===== src/rtl/wb_tag_arbiter_rr.sv =====
// wb_tag_arbiter_rr
//   N-initiator to 1-target tagged Wishbone arbiter. A grant is held for a
//   whole bus cycle (CYC), so multi-beat cycles are never interleaved and each
//   downstream bridge crossing belongs to exactly one initiator.
//   Default build: round-robin arbitration starting after the last owner.
//   With WB_TAG_ARB_FIXED_PRIO_EN defined: fixed priority, lowest index wins.
// Ports
//   i_clock, reset        clock, asynchronous active-high reset
//   m_* (in)              packed initiator requests, initiator k in slice k
//   m_ack (out)           per-initiator acknowledge
//   m_dat_r, m_tgd_r      read data / tag broadcast to all initiators
//   t_* (out)             request muxed from the granted initiator
//   t_ack, t_dat_r, t_tgd_r (in)  target response
module wb_tag_arbiter_rr #(
   parameter int unsigned N_INIT    = 2,
   parameter int unsigned ADR_WIDTH = 32,
   parameter int unsigned DAT_WIDTH = 32,
   parameter int unsigned TGA_WIDTH = 4,
   parameter int unsigned TGD_WIDTH = 4,
   parameter int unsigned TGC_WIDTH = 4
) (
   input  logic                              i_clock,
   input  logic                              reset,
   input  logic [N_INIT*ADR_WIDTH-1:0]       m_adr,
   input  logic [N_INIT*DAT_WIDTH-1:0]       m_dat_w,
   input  logic [N_INIT*TGD_WIDTH-1:0]       m_tgd_w,
   input  logic [N_INIT*TGA_WIDTH-1:0]       m_tga,
   input  logic [N_INIT*TGC_WIDTH-1:0]       m_tgc,
   input  logic [N_INIT*(DAT_WIDTH/8)-1:0]   m_sel,
   input  logic [N_INIT-1:0]                 m_we,
   input  logic [N_INIT-1:0]                 m_cyc,
   input  logic [N_INIT-1:0]                 m_stb,
   output logic [N_INIT-1:0]                 m_ack,
   output logic [DAT_WIDTH-1:0]              m_dat_r,
   output logic [TGD_WIDTH-1:0]              m_tgd_r,
   output logic [ADR_WIDTH-1:0]              t_adr,
   output logic [DAT_WIDTH-1:0]              t_dat_w,
   output logic [TGD_WIDTH-1:0]              t_tgd_w,
   output logic [TGA_WIDTH-1:0]              t_tga,
   output logic [TGC_WIDTH-1:0]              t_tgc,
   output logic [(DAT_WIDTH/8)-1:0]          t_sel,
   output logic                              t_we,
   output logic                              t_cyc,
   output logic                              t_stb,
   input  logic                              t_ack,
   input  logic [DAT_WIDTH-1:0]              t_dat_r,
   input  logic [TGD_WIDTH-1:0]              t_tgd_r
);

   localparam int unsigned SEL_WIDTH = DAT_WIDTH / 8;
   localparam int unsigned GW        = (N_INIT > 1) ? $clog2(N_INIT) : 1;
   localparam int unsigned CW        = GW + 1;

   typedef enum logic {IDLE = 1'b0, BUSY = 1'b1} state_t;

   state_t              state_q, state_d;
   logic [GW-1:0]       grant_q, grant_d;
   logic [GW-1:0]       pick;
   logic [N_INIT-1:0]   req;
   logic                cyc_g;
   logic                stb_g;
`ifndef WB_TAG_ARB_FIXED_PRIO_EN
   logic [GW-1:0]       last_q, last_d;
   logic [CW-1:0]       cand;
   logic                found;
`endif

   assign req = m_cyc & m_stb;

   // Arbitration winner among current requests
`ifdef WB_TAG_ARB_FIXED_PRIO_EN
   always_comb begin
      pick = '0;
      for (int k = N_INIT - 1; k >= 0; k--) begin
         if (req[k]) pick = GW'(k);
      end
   end
`else
   // Search last+1, last+2, ... with wrap; the sum is one bit wider so a
   // single conditional subtract keeps the candidate below N_INIT.
   always_comb begin
      pick  = '0;
      found = 1'b0;
      cand  = '0;
      for (int i = 1; i <= N_INIT; i++) begin
         cand = CW'(last_q) + CW'(i);
         if (cand >= CW'(N_INIT)) cand = cand - CW'(N_INIT);
         for (int k = 0; k < N_INIT; k++) begin
            if (!found && req[k] && (cand == CW'(k))) begin
               found = 1'b1;
               pick  = GW'(k);
            end
         end
      end
   end
`endif

   // Request mux from the granted slice
   always_comb begin
      t_adr   = '0;
      t_dat_w = '0;
      t_tgd_w = '0;
      t_tga   = '0;
      t_tgc   = '0;
      t_sel   = '0;
      t_we    = 1'b0;
      cyc_g   = 1'b0;
      stb_g   = 1'b0;
      for (int k = 0; k < N_INIT; k++) begin
         if (grant_q == GW'(k)) begin
            t_adr   = m_adr  [k*ADR_WIDTH +: ADR_WIDTH];
            t_dat_w = m_dat_w[k*DAT_WIDTH +: DAT_WIDTH];
            t_tgd_w = m_tgd_w[k*TGD_WIDTH +: TGD_WIDTH];
            t_tga   = m_tga  [k*TGA_WIDTH +: TGA_WIDTH];
            t_tgc   = m_tgc  [k*TGC_WIDTH +: TGC_WIDTH];
            t_sel   = m_sel  [k*SEL_WIDTH +: SEL_WIDTH];
            t_we    = m_we[k];
            cyc_g   = m_cyc[k];
            stb_g   = m_stb[k];
         end
      end
   end

   assign m_dat_r = t_dat_r;
   assign m_tgd_r = t_tgd_r;

   // Next state and bus-side outputs
   always_comb begin
      state_d = state_q;
      grant_d = grant_q;
`ifndef WB_TAG_ARB_FIXED_PRIO_EN
      last_d  = last_q;
`endif
      t_cyc   = 1'b0;
      t_stb   = 1'b0;
      m_ack   = '0;
      case (state_q)
         IDLE: begin
            if (|req) begin
               grant_d = pick;
               state_d = BUSY;
            end
         end
         BUSY: begin
            t_cyc = cyc_g;
            t_stb = cyc_g & stb_g;
            for (int k = 0; k < N_INIT; k++) begin
               if (grant_q == GW'(k)) m_ack[k] = t_ack;
            end
            // Owner ended its cycle: release now, re-arbitrate next cycle
            if (!cyc_g) begin
               state_d = IDLE;
`ifndef WB_TAG_ARB_FIXED_PRIO_EN
               last_d  = grant_q;
`endif
            end
         end
         default: state_d = IDLE;
      endcase
   end

   // State registers; last resets to N_INIT-1 so initiator 0 wins first
   always_ff @(posedge i_clock or posedge reset) begin
      if (reset) begin
         state_q <= IDLE;
         grant_q <= '0;
`ifndef WB_TAG_ARB_FIXED_PRIO_EN
         last_q  <= GW'(N_INIT - 1);
`endif
      end else begin
         state_q <= state_d;
         grant_q <= grant_d;
`ifndef WB_TAG_ARB_FIXED_PRIO_EN
         last_q  <= last_d;
`endif
      end
   end

endmodule


===== config.mk =====
export PLATFORM = sky130hd
export DESIGN_NAME = wb_tag_arbiter_rr
export DESIGN_NICKNAME = d
export VERILOG_FILES = /design/src/rtl/wb_tag_arbiter_rr.sv
export SDC_FILE = /design/constraint.sdc
export NUM_CORES = 1
export LEC_CHECK = 0
export CORE_AREA = 2 2 126 128
export DETAILED_ROUTE_END_ITERATION = 6
export DIE_AREA = 0 0 128 130
export PLACE_DENSITY = 0.57
export SLEW_MARGIN = 20
export SYNTH_ARGS = -nofsm -noshare
export SYNTH_HDL_FRONTEND = slang
export SYNTH_SLANG_ARGS = --single-unit
export TNS_END_PERCENT = 100

===== constraint.sdc =====
create_clock -name i_clock -period 1.3 [get_ports i_clock]
set_input_delay 0.26 -clock i_clock [delete_from_list [all_inputs] [get_ports i_clock]]
set_output_delay 0.26 -clock i_clock [all_outputs]
set_load 0.1 [all_outputs]

; ---- After elaboration in Yosys (flattened, before gate mapping)
; Cells that the tools add are included.
[classes]
eq_ne = 2
muxes = 25
n_bitwise = 4
magnitude_cmp = 2
n_addsub = 4
n_reduce_logical = 15
[op_table]
columns = operator, n
row1 = 32-bit two-way mux, 2
row2 = 4-bit two-way mux, 4
row3 = 1-bit two-way mux, 15
row4 = 1-bit logical AND, 7
row5 = 2-bit two-way mux, 3
row6 = 2-bit by 1-bit == test with 1-bit output (second input constant), 2
row7 = 2-bit >= comparator (second input constant), 2
row8 = 2-bit logical NOT, 2
row9 = 2-bit AND reduction, 2
row10 = 2-bit subtractor (second input constant), 2
row11 = 1-bit logical NOT, 3
row12 = 1-bit by 1-bit adder with 2-bit output (second input constant), 1
row13 = 1-bit by 2-bit adder with 2-bit output (second input constant), 1
row14 = 2-bit AND, 1
row15 = 1-bit NOT, 2
row16 = 1-bit case mux with 2 select lines, 1
row17 = 2-bit OR reduction, 1
row18 = 1-bit AND, 1
[totals]
in_bits = 205
reg_bits = 3

; ---- Logic depth before layout (Yosys ltp)
; Gate-level depths: netlist of run 1.
[depth]
ltp_word = 18
depth_mapped = 5
ltp_nobuf = 3

; ---- Worst setup path after synthesis of run 1
; Ideal clock, no wire load.
[synth_path]
path_kind = register to output
startpoint = register grant_q
endpoint = output port t_stb
n_path_buf = 3
path_slack_ns = -1.073
t_required_ns = 1.040
t_arrival_ns = 2.113
path_stages_with_launch = 6
path_cell_list = dfrtp_1 buf_6 buf_6 buf_6 mux2i_1 nor2_1
[synth_between]
elab_chain_len = 3
elab_cells_between_ends = 4
cone_classes = mux: 3 / bitwise: 1
[synth_rtl]
columns = item, line_no
row1 = from (decl), 57  ; logic [GW-1:0] grant_q, grant_d;
row2 = from (signal assigned), 172  ; grant_q <= grant_d;
row3 = 1-bit two-way mux, 110  ; if (grant_q == GW'(k)) begin
row4 = 1-bit AND *, 146  ; t_stb = cyc_g & stb_g;
row5 = 1-bit two-way mux *, 137  ; case (state_q)
row6 = to (decl), 44  ; output logic t_stb,
; Mark *: on every way between the ends. The rest lies on a longest branch, timed or not.

; ---- Worst setup path in the final report of run 1
[layout_path]
startpoint = register grant_q
endpoint = output port t_adr[23]
[layout_between]
elab_chain_len = 1
[layout_rtl]
columns = item, line_no
row1 = 32-bit two-way mux, 110
row2 = to (decl), 36  ; output logic [ADR_WIDTH-1:0] t_adr,
; No other way between the ends.

==> results of run 1 <==
==> per-layer routing <==
layer / wire (um) / vias up / GRT usage [%] / share of wire (%)
met4: 69 / 0 / 1.875 / 0.83
met3: 841 / 8 / 2.747 / 10
li1: - / 968 / - / -
met2: 4479 / 132 / 16.77 / 54
met5: 0 / - / 0 / 0
met1: 2888 / 920 / 9.293 / 35
==> repair_timing <==
action,4_1_cts,5_1_grt
pin swaps,1,0
setup endpoints to repair,85,86
gates resized for setup,9,1
hold buffers,0,0
setup buffers,4,1
==> final timing paths <==
| path | startpoint | to | slack, ns | depth (start not counted) |
|---|---|---|---|---|
| worst max-delay path | grant_q$_DFFE_PP0P_ | t_adr[23] | -0.50 | 4 |
| worst min-delay path | reset | state_q$_DFF_PP0_ | 0.22 | 2 |
| worst max register to register | grant_q$_DFFE_PP0P_ | state_q$_DFF_PP0_ | 0.08 | 4 |
| worst min register to register | last_q$_DFFE_PP1P_ | last_q$_DFFE_PP1P_ | 0.54 | 2 |
| max in group asynchronous | reset | last_q$_DFFE_PP1P_ | 0.86 | 2 |
| min in group i_clock | t_dat_r[7] | m_dat_r[7] | 0.52 | 0 |
==> state kept, by name, indices dropped and copies added (netlist names) <==
register  flops
last_q        1
state_q       1
grant_q       1
==> stage by stage <==
stage	hold slack, ns	setup slack [ns]
4_1_cts	0.2259	-0.5165
3_3_place_gp	0.4603	-0.3026
3_5_place_dp	0.4625	-0.2992
6_report	0.2204	-0.5020
5_1_grt	0.2318	-0.5333
2_1_floorplan	0.01292	-0.3332
==> Yosys cell counts (all sizes together) <==
master	instances	area, um2
o32a	1	10.01
nand2	4	15.01
mux2	82	1055
nand2b	1	6.260
buf	46	357.8
mux2i	1	10.01
and3	1	6.260
inv	3	11.26
dfrtp	2	50.05
nor2	5	18.77
dfstp	1	26.28
and2	1	6.260
a21oi	2	10.01
o21ai	1	5.000
==> cells by family (layout without fill, tap and decap cells) <==
family | Yosys count | after routing
AO/OA/AOI/OAI | 4 | 4
buffers and inverters | 49 | 284
flip-flops | 3 | 3
multiplexers | 83 | 83
AND/OR/NAND/NOR | 12 | 12
==> layout make-up <==
cell class / count / area share [%]
Tap cell: 192 / 4.457
Timing Repair Buffer: 277 / 67.83
Clock buffer: 4 / 1.462
Multi-Input combinational cell: 99 / 24.49
Inverter: 3 / 0.2786
Sequential cell: 3 / 1.486
==> power by group through the flow <==
stage	logic, mW	clock network, mW	registers (mW)
after global routing	14.3	0.518	0.224
after CTS	14.0	0.502	0.218
after floorplan	9.35	0	0.185
final	13.9	0.492	0.214
after detailed placement	13.8	0	0.218
after global placement	13.7	0	0.215
==> cells in the final DEF, fill, tap and decap left out, types with 2 or more instances in the layout <==
| cell | instances |
|---|---|
| nand2_1 | 3 |
| a21oi_1 | 2 |
| clkbuf_16 | 3 |
| buf_6 | 8 |
| buf_4 | 11 |
| nor2_1 | 3 |
| nor2_4 | 2 |
| inv_1 | 2 |
| mux2_2 | 7 |
| mux2_4 | 75 |
| buf_12 | 90 |
| clkdlybuf4s50_1 | 168 |
==> flow_summary.yaml, run 1 <==
clock_tree:
  clockBufferDepth: 2
  cts_tree: "yes"
  clkSinkCount: 3
  clkTransAtPathRegs_ns: 0.03
  cts_root_buffer: "clkbuf_16"
  clock_latency_ns: 0.22
  cts_buffers: 3
  h-tree-depth: 1
sta:
  worst_slack_ns: -0.5020
  worst_slew_pin_slew_ns: 0.2625
  post-route-period-util_pct: 138.6
  max_freq_mhz: 554.9
  finClkSkew_ns: 0.001401
  max_slew_margin_pct: 82.00
  hold_viol_final: 0
  fin_tns_setup_ns: -39.60
  rsz0062_at_grt: "true"
  fin_crit_ns: 1.802
  slew_violations: 0
  finalSetupViolCount: 85
power_and_ir_drop:
  clock_power_share_pct: 3.4
  p_leak_nw: 2.376
  vdd_drop_max_uv: 991.3
  p_per_area_nw_per_um2: 2707
  netSwitchingFraction_pct: 56.67
  intPower_mw: 6.323
  p_sw_mw: 8.268
  power.total_mw: 14.59
  power_frac_comb_pct: 95.2
  p_seq_share_pct: 1.5
floorplan:
  initial_utilization_pct: 10.29
  die-area_um2: 16640
  dieHeight_um: 130
  die_x_um: 128
  rows: 46
  coreArea_um2: 15420
  io_pins: 326
flow_run:
  drv_cap: 0
cells_and_area:
  regArea_um2: 80.08
  post-route-cell-area_um2: 5390
  num-nets-final: 592
  syn2layout_area_growth_pct: 239.5
  diodes: 0
  fin_util_pct: 34.94
  n_fill_cell: 1530
  multi_input_area_um2: 1320
  drive_gt1_share_pct: 52.07
  layout.cells.non_filler: 578
worst_setup_path:
  critPathKind: "register to output port"
  worstSetupEndpointType: "output port"
  cp_top_family: "flip-flops"
  crit_top_cell: "buf_12"
  crit_path_cell_trace: "buf_12 > buf_12 > mux2_4 > buf_12"
  critPathMaxStageDelay_ns: 0.49
  cp_slowest_cell: "dfrtp_4"
  path_buf_inv: 3
  worstPathMaxFanout: 18
  cp.arrival_ns: 1.54
  cp-start-kind: "register"
  required_ns: 1.04
yosys:
  syn-instance-count: 151
  synth-xor-area-share_pct: 0
  yosys.area_share.simple_pct: 3.310
  muxShareOfSynthArea_pct: 67.06
  ys_types: 17
  synth-compound-area-share_pct: 1.576
  synth_nets: 356
  syn_area_um2: 1588
  yosysWarnings: 0
  seq_area_frac_synth_pct: 4.807
  syn_area_per_cell_um2: 10.52
  synth_fa_ha_area_share_pct: 0
  ys_ff_latch: 3
  synth_top_family_by_area: "multiplexers"
grt:
  grt_start_max_net_pins: 19
  grt_pass1_vias: 2114
  overflow: 0
  antenna_found_initial: 0
  grt.total_usage_pct: 8.701
  grt_pass1_wl_um: 11310
status:
  violations: "negative setup slack"
  status: "finished, violations left"
place:
  post-dp-hpwl_um: 7489
  gp_congestion: 0.7604
  port_buffers: 253
  dp.cells: 569
  place_area_um2: 5240
drt:
  viasPerCell: 3.509
  post_drt_wl_per_cell_um: 14.32
  vias: 2028
  routed_wl_um: 8279
  drt_iter0_markers: 28
  drtAntennaViolNets: 0
  route.detailed.drc: 0
  first_pass_iters: 4
min_path:
  hold_class: "primary input to asynchronous set/reset pin"
No activity file was read; power rests on OpenSTA's default activity.
==> run 2, diff against run 1 <==
- CTS_CLUSTER_SIZE: unset -> 20
- PLACE_DENSITY: 0.57 -> unset
==> run 2 against run 1 <==
  * The run still ends with negative setup slack left
  * Register-to-register slack worse by 0.05 ns
  * Flip-flop and latch count unchanged
  * Largest power group unchanged
  * Die area unchanged
  * Critical endpoint is now t_adr[7]
  * Sequential power up 17%
  * Critical path type unchanged
  * Clock power about the same
  * Cell area up 0.81%
  * Clock-buffer cell count unchanged
  * First-iteration DRC count down 86%
  * Clock skew about the same
==> flow_summary.yaml, run 2 (synthesized netlist as in run 1, its figures left out) <==
sta:
  hold_viol_final: 0
  post-route-period-util_pct: 141.3
  worst_slack_ns: -0.5375
  worst_slew_pin_slew_ns: 0.2209
  max_slew_margin_pct: 84.99
  rsz0062_at_grt: "true"
  fin_crit_ns: 1.838
  slew_violations: 0
  finClkSkew_ns: 0.0009218
  finalSetupViolCount: 85
  max_freq_mhz: 544.2
floorplan:
  io_pins: 326
  coreArea_um2: 15420
  dieHeight_um: 130
  initial_utilization_pct: 10.29
  die-area_um2: 16640
  die_x_um: 128
  rows: 46
status:
  status: "finished, violations left"
  violations: "negative setup slack"
clock_tree:
  cts_buffers: 3
  clockBufferDepth: 2
  clkSinkCount: 3
  h-tree-depth: 1
  clock_latency_ns: 0.22
  clkTransAtPathRegs_ns: 0.03
  cts_root_buffer: "clkbuf_16"
  holdBufCountCts: 0
  cts_tree: "yes"
drt:
  routed_wl_um: 8984
  post_drt_wl_per_cell_um: 15.62
  route.detailed.drc: 0
  viasPerCell: 3.616
  vias: 2079
  drtAntennaViolNets: 0
  drt_iter0_markers: 4
  first_pass_iters: 2
worst_setup_path:
  critPathMaxStageDelay_ns: 0.52
  r2r_start: "grant_q$_DFFE_PP0P_"
  worstPathMaxFanout: 11
  reg2regPathDepth: 4
  crit_path_cell_trace: "buf_4 > buf_16 > mux2_4 > buf_12"
  critPathKind: "register to output port"
  timing.rr.end: "state_q$_DFF_PP0_"
  cp-start-kind: "register"
  required_ns: 1.04
  cp.arrival_ns: 1.58
  worstSetupEndpointType: "output port"
  cp_slowest_cell: "dfrtp_4"
  r2r_setup_slack_ns: 0.03
grt:
  grt_start_max_net_pins: 48
  overflow: 0
  grt_pass1_wl_um: 11840
  antenna_found_initial: 0
  grt_pass1_vias: 2134
  grt.total_usage_pct: 9.291
place:
  dp.cells: 560
  gp_congestion: 0.8206
  port_buffers: 253
  post-dp-hpwl_um: 7621
  pre_cts_ws_ns: -0.3136
cells_and_area:
  syn2layout_area_growth_pct: 242.2
  diodes: 0
  layout.cells.non_filler: 575
  layout_commonest_cell: "clkdlybuf4s50_1"
  drive_gt1_share_pct: 51.96
  layout_common_cells: "168 x clkdlybuf4s50_1, 89 x buf_12, 76 x mux2_4, 7 x buf_4, 6 x mux2_2"
  n_fill_cell: 1518
  reg_top3: "grant_q: 1 flops, last_q: 1 flops, state_q: 1 flops"
  num-nets-final: 589
power_and_ir_drop:
  p_leak_nw: 2.390
  vdd_drop_max_uv: 1421
  p_per_area_nw_per_um2: 2734
flow_run:
  drv_cap: 0
min_path:
  hold_class: "primary input to asynchronous set/reset pin"
## run 2: worst max-delay path by stage
| stage | start | endpoint | slack, ns | cells past startpoint |
|---|---|---|---|---|
| floorplan | grant_q$_DFFE_PP0P_ | t_stb | -0.33 | 5 |
| global placement | m_cyc[1] | t_cyc | -0.30 | 5 |
| detailed placement | grant_q$_DFFE_PP0P_ | t_dat_w[7] | -0.31 | 4 |
| CTS | grant_q$_DFFE_PP0P_ | t_dat_w[21] | -0.53 | 3 |
| global route | grant_q$_DFFE_PP0P_ | t_adr[7] | -0.57 | 4 |
| finish | grant_q$_DFFE_PP0P_ | t_adr[7] | -0.54 | 4 |
## run 2: timing repair
action | in CTS | in global routing
endpoints found under the hold margin | 0 | 0
cloned | 1 | 4
resized for setup | 6 | 8
pin swaps | 0 | 2
setup buffers | 2 | 4
setup endpoints to repair | 85 | 86
## run 2: worst max-delay path, delay by kind of cell (launching register included)
kind | cells | cell delay, ns
buffers and inverters | 3 | 0.50
DFF | 1 | 0.52
muxes | 1 | 0.32
## run 2: layer usage
metal	up-vias	global-route usage (%)	share of wire, %
li1	960	-	-
met1	937	9.694	36
met4	0	1.616	1.1
met2	170	18.50	53
met3	12	2.788	11
met5	-	0	0
## run 2: report_power, final
part / total (mW) / leakage [nW] / switching (mW) / internal [mW]
Sequential: 0.250 / 0.0332 / 0.0935 / 0.156
Combinational: 14.1 / 2.32 / 8.22 / 5.89
Clock: 0.489 / 0.0382 / 0.0839 / 0.405
Total: 14.9 / 2.39 / 8.40 / 6.46
## run 2: area by class of cell
cell class	instances	area (um2)	share of cell area [%]
well taps	192	240.2	4.421
inverters	3	15.01	0.2763
multi-input cells	99	1328	24.43
clock buffers	4	78.83	1.451
repair buffers	274	3692	67.95
flip-flops and latches	3	80.08	1.474
## run 2: per-stage QoR
step,setup TNS [ns],instance area (um2),total power [mW],hold slack [ns],util [%]
after floorplan,-11.45,1773,9.535,0.01292,-
after global placement,-21.75,5147,13.63,0.5167,33.37
after detailed placement,-22.43,5147,13.71,0.5207,33.37
after CTS,-41.65,5291,14.49,0.3197,34.30
after global routing,-43.23,5434,15.24,0.3291,35.23
final,-40.64,5434,14.86,0.2815,35.23
